--- src/rtl/cache_arbiter.sv ---
// cache_arbiter: shares the single physical memory port between the I-cache
// and D-cache line-fill/writeback ports, one line transaction at a time.
//
// Optional feature macro: ARB_ROUND_ROBIN_EN
//   defined   -> ties go to the client that was not granted last (last_grant reg)
//   undefined -> fixed priority, D-cache wins ties
//
// Ports:
//   clk, rst                      clock, asynchronous active-high reset
//   icache_pmem_read/addr         I-cache line read request (held until resp)
//   icache_pmem_rdata/resp        line and 1-cycle completion pulse to I-cache
//   dcache_pmem_read/write/addr   D-cache read / writeback request (held until resp)
//   dcache_pmem_wdata             writeback line
//   dcache_pmem_rdata/resp        line and 1-cycle completion pulse to D-cache
//   mem_read/write/addr/wdata     physical memory request, driven from latched regs
//   mem_rdata/resp                physical memory read line and completion pulse
module cache_arbiter #(
    parameter int unsigned LINE_W = 256,
    parameter int unsigned ADDR_W = 32
) (
    input  logic              clk,
    input  logic              rst,
    input  logic              icache_pmem_read,
    input  logic [ADDR_W-1:0] icache_pmem_addr,
    output logic [LINE_W-1:0] icache_pmem_rdata,
    output logic              icache_pmem_resp,
    input  logic              dcache_pmem_read,
    input  logic              dcache_pmem_write,
    input  logic [ADDR_W-1:0] dcache_pmem_addr,
    input  logic [LINE_W-1:0] dcache_pmem_wdata,
    output logic [LINE_W-1:0] dcache_pmem_rdata,
    output logic              dcache_pmem_resp,
    output logic              mem_read,
    output logic              mem_write,
    output logic [ADDR_W-1:0] mem_addr,
    output logic [LINE_W-1:0] mem_wdata,
    input  logic [LINE_W-1:0] mem_rdata,
    input  logic              mem_resp
);

    typedef enum logic [1:0] {
        IDLE   = 2'd0,
        I_BUSY = 2'd1,
        D_BUSY = 2'd2
    } state_t;

    state_t            state;
    state_t            state_nxt;
    logic [ADDR_W-1:0] addr_q;
    logic [LINE_W-1:0] wdata_q;
    logic              is_write_q;
    logic              grant_i;
    logic              grant_d;
    logic              i_req;
    logic              d_req;
    logic              d_wins_tie;

    assign i_req = icache_pmem_read;
    assign d_req = dcache_pmem_read | dcache_pmem_write;

`ifdef ARB_ROUND_ROBIN_EN
    // 1 when the D-cache received the most recent grant
    logic last_grant_d;

    always_ff @(posedge clk or posedge rst) begin
        if (rst) begin
            last_grant_d <= 1'b1;
        end else if (grant_i | grant_d) begin
            last_grant_d <= grant_d;
        end
    end

    assign d_wins_tie = ~last_grant_d;
`else
    assign d_wins_tie = 1'b1;
`endif

    // State register
    always_ff @(posedge clk or posedge rst) begin
        if (rst) begin
            state <= IDLE;
        end else begin
            state <= state_nxt;
        end
    end

    // Request latch; mem_* is driven only from these during a transaction
    always_ff @(posedge clk or posedge rst) begin
        if (rst) begin
            addr_q     <= '0;
            wdata_q    <= '0;
            is_write_q <= 1'b0;
        end else if (grant_d) begin
            addr_q     <= dcache_pmem_addr;
            wdata_q    <= dcache_pmem_wdata;
            is_write_q <= dcache_pmem_write;
        end else if (grant_i) begin
            addr_q     <= icache_pmem_addr;
            is_write_q <= 1'b0;
        end
    end

    assign mem_addr  = addr_q;
    assign mem_wdata = wdata_q;

    // Next state, grant decode, memory strobes and client responses
    always_comb begin
        state_nxt         = state;
        grant_i           = 1'b0;
        grant_d           = 1'b0;
        mem_read          = 1'b0;
        mem_write         = 1'b0;
        icache_pmem_resp  = 1'b0;
        dcache_pmem_resp  = 1'b0;
        icache_pmem_rdata = '0;
        dcache_pmem_rdata = '0;
        case (state)
            IDLE: begin
                // mem_resp here is stray and deliberately ignored
                if (d_req && (!i_req || d_wins_tie)) begin
                    grant_d   = 1'b1;
                    state_nxt = D_BUSY;
                end else if (i_req) begin
                    grant_i   = 1'b1;
                    state_nxt = I_BUSY;
                end
            end
            I_BUSY: begin
                mem_read = 1'b1;
                if (mem_resp) begin
                    icache_pmem_resp  = 1'b1;
                    icache_pmem_rdata = mem_rdata;
                    state_nxt         = IDLE;
                end
            end
            D_BUSY: begin
                mem_write = is_write_q;
                mem_read  = ~is_write_q;
                if (mem_resp) begin
                    dcache_pmem_resp  = 1'b1;
                    dcache_pmem_rdata = mem_rdata;
                    state_nxt         = IDLE;
                end
            end
            default: begin
                state_nxt = IDLE;
            end
        endcase
    end

endmodule

--- config.mk ---
export PLATFORM = sky130hd
export DESIGN_NAME = cache_arbiter
export DESIGN_NICKNAME = d
export VERILOG_FILES = /design/src/rtl/cache_arbiter.sv
export SDC_FILE = /design/constraint.sdc
export NUM_CORES = 1
export LEC_CHECK = 0
export ABC_AREA = 1
export ABC_CLOCK_PERIOD_IN_PS = 13060
export CAP_MARGIN = 20
export CORE_AREA = 2 2 536 538
export CTS_CLUSTER_SIZE = 30
export DETAILED_ROUTE_END_ITERATION = 6
export DIE_AREA = 0 0 538 540
export PLACE_DENSITY = 0.3
export SETUP_SLACK_MARGIN = 0.5
export SYNTH_ARGS = -nofsm -noshare
export SYNTH_HDL_FRONTEND = slang
export SYNTH_SLANG_ARGS = --single-unit
--- constraint.sdc ---
create_clock -name clk -period 13.06 [get_ports clk]
set_clock_uncertainty 0.05 [all_clocks]
set_input_delay 3.918 -clock clk [delete_from_list [all_inputs] [get_ports clk]]
set_output_delay 3.918 -clock clk [all_outputs]
set_load 0.01 [all_outputs]
### Word-level counts from Yosys, hierarchy flattened

Index checks and enable logic that the tools add are counted.

* flip-flop bits (word level): 291
* input bits: 582
* output and inout bits: 804
* logic and storage cells: 35

* eq/ne operators: 4
* muxes and demuxes: 21
* bitwise operators: 2
* reductions and logical operators: 4

Operators with widths (count)
* two-way mux 256 bit: 3
* two-way mux 32 bit: 2
* two-way mux 1 bit: 11
* two-way mux 2 bit: 3
* case mux 2 bit (2 select lines): 1
* != test 3 bit (second input constant): 1
* == test 2 x 1 -> 1 bit (second input constant): 1
* == test 2 bit (second input constant): 1
* logical NOT 2 bit: 1
* != test 2 x 1 -> 1 bit (second input constant): 1
* case mux 1 bit (2 select lines): 1
* AND reduction 2 bit: 1
* nonzero test 2 bit: 1
* OR reduction 2 bit: 1
* inverter 1 bit: 1
* OR 1 bit: 1

### Longest topological paths before layout

* depth in word-level cells: 5
* depth in mapped cells: 9

### Worst setup path after synthesis

Ideal clock, no wire load.

* kind: in2out
* start: in mem_resp
* end: out dcache_pmem_rdata[100]
* arrival: 4.633 ns
* data required time: 9.092 ns
* path slack: 4.459 ns
* stages: 4
* path through: nand2_1 clkbuf_1 clkbuf_1 nor2_1

* word-level cells in the longest chain between the ends: 2

RTL lines
* start: declaration: RTL line 38 `input logic mem_resp`
* two-way mux 256 bit: RTL line 139 `if (mem_resp) begin`
* two-way mux 256 bit: RTL line 117 `case (state)`
* end: declaration: RTL line 31 `output logic [LINE_W-1:0] dcache_pmem_rdata,`

No other way between the ends.

### Final worst setup path

* start: in mem_resp
* end: out icache_pmem_rdata[8]

* word-level cells in the longest chain between the ends: 2

RTL lines
* two-way mux 256 bit: RTL line 130 `if (mem_resp) begin`
* two-way mux 256 bit: RTL line 117
* end: declaration: RTL line 25 `output logic [LINE_W-1:0] icache_pmem_rdata,`

No other way between the ends.

==> results.md <==
* Outcome: finished clean
* Htree depth at 2
* Crit path DAT at 7.07 ns
* Starting DRC count in detailed routing at 861
* Critical path's slowest cell: clkdlybuf4s50_1
* Global-route wire length before repair at 247 mm
* Synth cell count leaders: nand2_1, nor2_1, inv_1, dfrtp_1, buf_2
* Detail-routed net length per standard cell at 28.0 um
* Core area at 0.284 mm^2
* Routability Congestion at 0.893
* DRC at 0
* Lkg Pwr at 15.0 nW
* Die Span Y at 540 um
* Hold/Removal Path Class: flop to flop
* Post-Syn Area at 0.0149 mm^2
* Critical path required time at 9.09 ns
* Layout cells sized above 1 at 3.65%
* P&R area growth vs syn at 132%
* Total track usage at 13.5%
* Max cap viols at 0
* Die area at 0.291 mm^2
* Gate Count Post-Synth at 2181
* Die X at 538 um
* Ys flop type: dfrtp_1
* Max-Slew Margin vs Limit at 28.8%
* Avg Cell Area, Syn at 6.81 um^2
* Largest net degree at the start of global routing at 142
* Cell Chain, Critical Path: clkdlybuf4s50_1 > nand2_4 > nor2_1 > clkdlybuf4s50_1
* Cts hold-fix bufs at 0
* RSZ-0062 raised after global routing: false
* CTS tree: done
* Global route hottest layer: met2
* Reg clk slew, reported paths at 0.06 ns
* YS warnings at 0
* Total gr overflow at 0
* Clk sinks at 291
* Worst-skew pair later-pin latency at 0.63 ns
* Wirelength, routed at 205 mm
* Worst setup SP type: primary input
* Syn Nets at 2767
* Routing usage on met2 at 24.6%
* Critical Path Fanout Max at 61
* Initial core utilization at 5.22%
* Fin crit share at 84.5%
* Critical Path Max Stage Delay at 0.88 ns
* Vias/cell at 2.69
* Nets at 4092
* Setup TNS Final at 0 ns
* Pins Over Slew Limit at 0
* Top cell by count, worst path: clkdlybuf4s50_1
* Cell taking the most area after synthesis: dfrtp_1
* Pre-CTS WS at 1.73 ns
* Sequential fraction of the synthesis area at 49.0%
* Final Worst Setup Slack at 2.03 ns
* Number of hold violations in the final report at 0
* PD cells at 183 mW/mm^2
* Vias in the first global route at 20000
* Worst Setup Path Type: primary input to primary output
* DR vias at 19700
* Final Setup Violations at 0
* Most common cell in the netlist: nand2_1
* Cell area after layout at 0.0345 mm^2
* I/O Buffers at 1385
* First drt pass iteration count at 5
* FMAX at 0.0906 GHz
* CTS resizes at 0
* Clock Tree Buf Depth at 3
* Worst-Margin Slew at 1.07 ns
* CP top delay family: buffers and inverters
* Post-synth EDFFs at 0
* Yosys cell types at 19
* Met3 usage at 7.48%
* Post-layout min period at 11.03 ns
* Post-DP Area at 0.0329 mm^2
* Initial antenna violation count at 140
* Max VDD drop at 0.0991 mV
* Cell Rows at 196
* Post-route ant nets at 0
* Clock root buffer master: clkbuf_16
* Async SR Flop Fraction at 100%
* Met1 Resource Use GR at 13.2%
* #FFs+latches synth at 291
* CTS Buf Count at 44
* Hpwl dp at 181 mm
* WP buf/inv at 2
* Portion of synthesized cell area occupied by the leading cell type at 49.0%
* Crit. End Element: primary output
* Postcts setup bufs at 0
* Top cells by area, synth: dfrtp_1, nand2_1, nor2_1
* Top Ports at 1386
## worst paths after layout
path	slack (ns)	cells past startpoint	endpoint	startpoint
worst max-delay path	2.03	4	icache_pmem_rdata[8]	mem_resp
worst min-delay path	0.42	2	mem_wdata[21]$_DFFE_PP0P_	mem_wdata[21]$_DFFE_PP0P_
worst max register to register	9.78	8	mem_wdata[69]$_DFFE_PP0P_	state[0]$_DFFE_PP0P_
worst min register to register	0.42	2	mem_wdata[21]$_DFFE_PP0P_	mem_wdata[21]$_DFFE_PP0P_
max in group asynchronous	7.10	4	mem_wdata[7]$_DFFE_PP0P_	rst
min in group asynchronous	3.76	2	mem_wdata[229]$_DFFE_PP0P_	rst
## logic make-up (layout without fill, tap and decap cells)
family | Yosys count | count (layout) | share of synthesized area, %
compound gates | 3 | 3 | 0.143
fa+ha+maj | 4 | 4 | 0.337
buf+inv | 424 | 1781 | 12.8
flops | 291 | 291 | 49.0
other cells | 0 | 28 | 0
simple gates | 1459 | 1459 | 37.7
## cell usage in the layout, fill, tap and decap left out
| cell type | instances |
|---|---|
| a21oi_2 | 1 |
| buf_12 | 3 |
| buf_4 | 16 |
| bufinv_16 | 7 |
| clkbuf_1 | 7 |
| clkbuf_16 | 45 |
| clkbuf_8 | 2 |
| clkdlybuf4s50_1 | 1385 |
| clkinv_16 | 1 |
| clkinv_2 | 6 |
| clkinv_4 | 3 |
| clkinv_8 | 1 |
| clkinvlp_4 | 4 |
| dfrtp_1 | 291 |
| diode_2 | 28 |
| ha_1 | 4 |
| inv_1 | 297 |
| inv_6 | 2 |
| inv_8 | 2 |
| nand2_1 | 877 |
| nand2_4 | 2 |
| nand3_1 | 33 |
| nand4_1 | 1 |
| nor2_1 | 512 |
| nor2_2 | 1 |
| nor3_1 | 1 |
| o21a_1 | 1 |
| o21ai_4 | 1 |
| or2_2 | 32 |
## registers in the layout, indices dropped and copies added, names as in the netlist
name        cells
mem_addr       32
is_write_q      1
state           2
mem_wdata     256
## cell type report
type | instances | area (um^2)
fillers | 33000 | 250000
repair buffers | 1404 | 14000
flip-flops and latches | 291 | 7280
multi-input cells | 1466 | 5700
well taps | 3762 | 4710
clock buffers | 54 | 1180
inverters | 299 | 1140
clock inverters | 24 | 360
diodes | 28 | 70.1
## where the power goes
part	leakage (nW)	internal [mW]	total [mW]	switching [mW]
sequential	3.56	1.34	1.62	0.270
clock	0.740	0.786	1.33	0.539
combinational	10.7	1.41	3.37	1.96
## worst reg2reg max path: cells and delay by family (launching register included)
family                     cells  cell delay (ns)
AOI/OAI and AO/OA              1             0.14
DFF                            1             0.40
adders and majority gates      1             0.34
and+or+nand+nor                2             0.48
buffers and inverters          4             1.81
## routing by layer
metal / wire length [um] / up-vias
met5: 310 / -
met4: 5890 / 50
met3: 26200 / 310
met2: 103000 / 1169
met1: 69900 / 9239
li1: - / 8919
## through the flow
| step | util, % | power (mW) | hold slack, ns | std cells |
|---|---|---|---|---|
| 6_report | 12.1 | 6.31 | 0.425 | 7328 |
| 5_1_grt | 12.1 | 6.78 | 0.441 | 7311 |
| 4_1_cts | 12.1 | 6.51 | 0.431 | 7300 |
| 3_5_place_dp | 11.6 | 5.09 | 0.414 | 7222 |
| 3_3_place_gp | 11.6 | 5.14 | 0.415 | 7222 |
| 2_1_floorplan | - | 2.77 | 0.414 | 2181 |
Note: power is estimated with default switching activity, not from simulation.
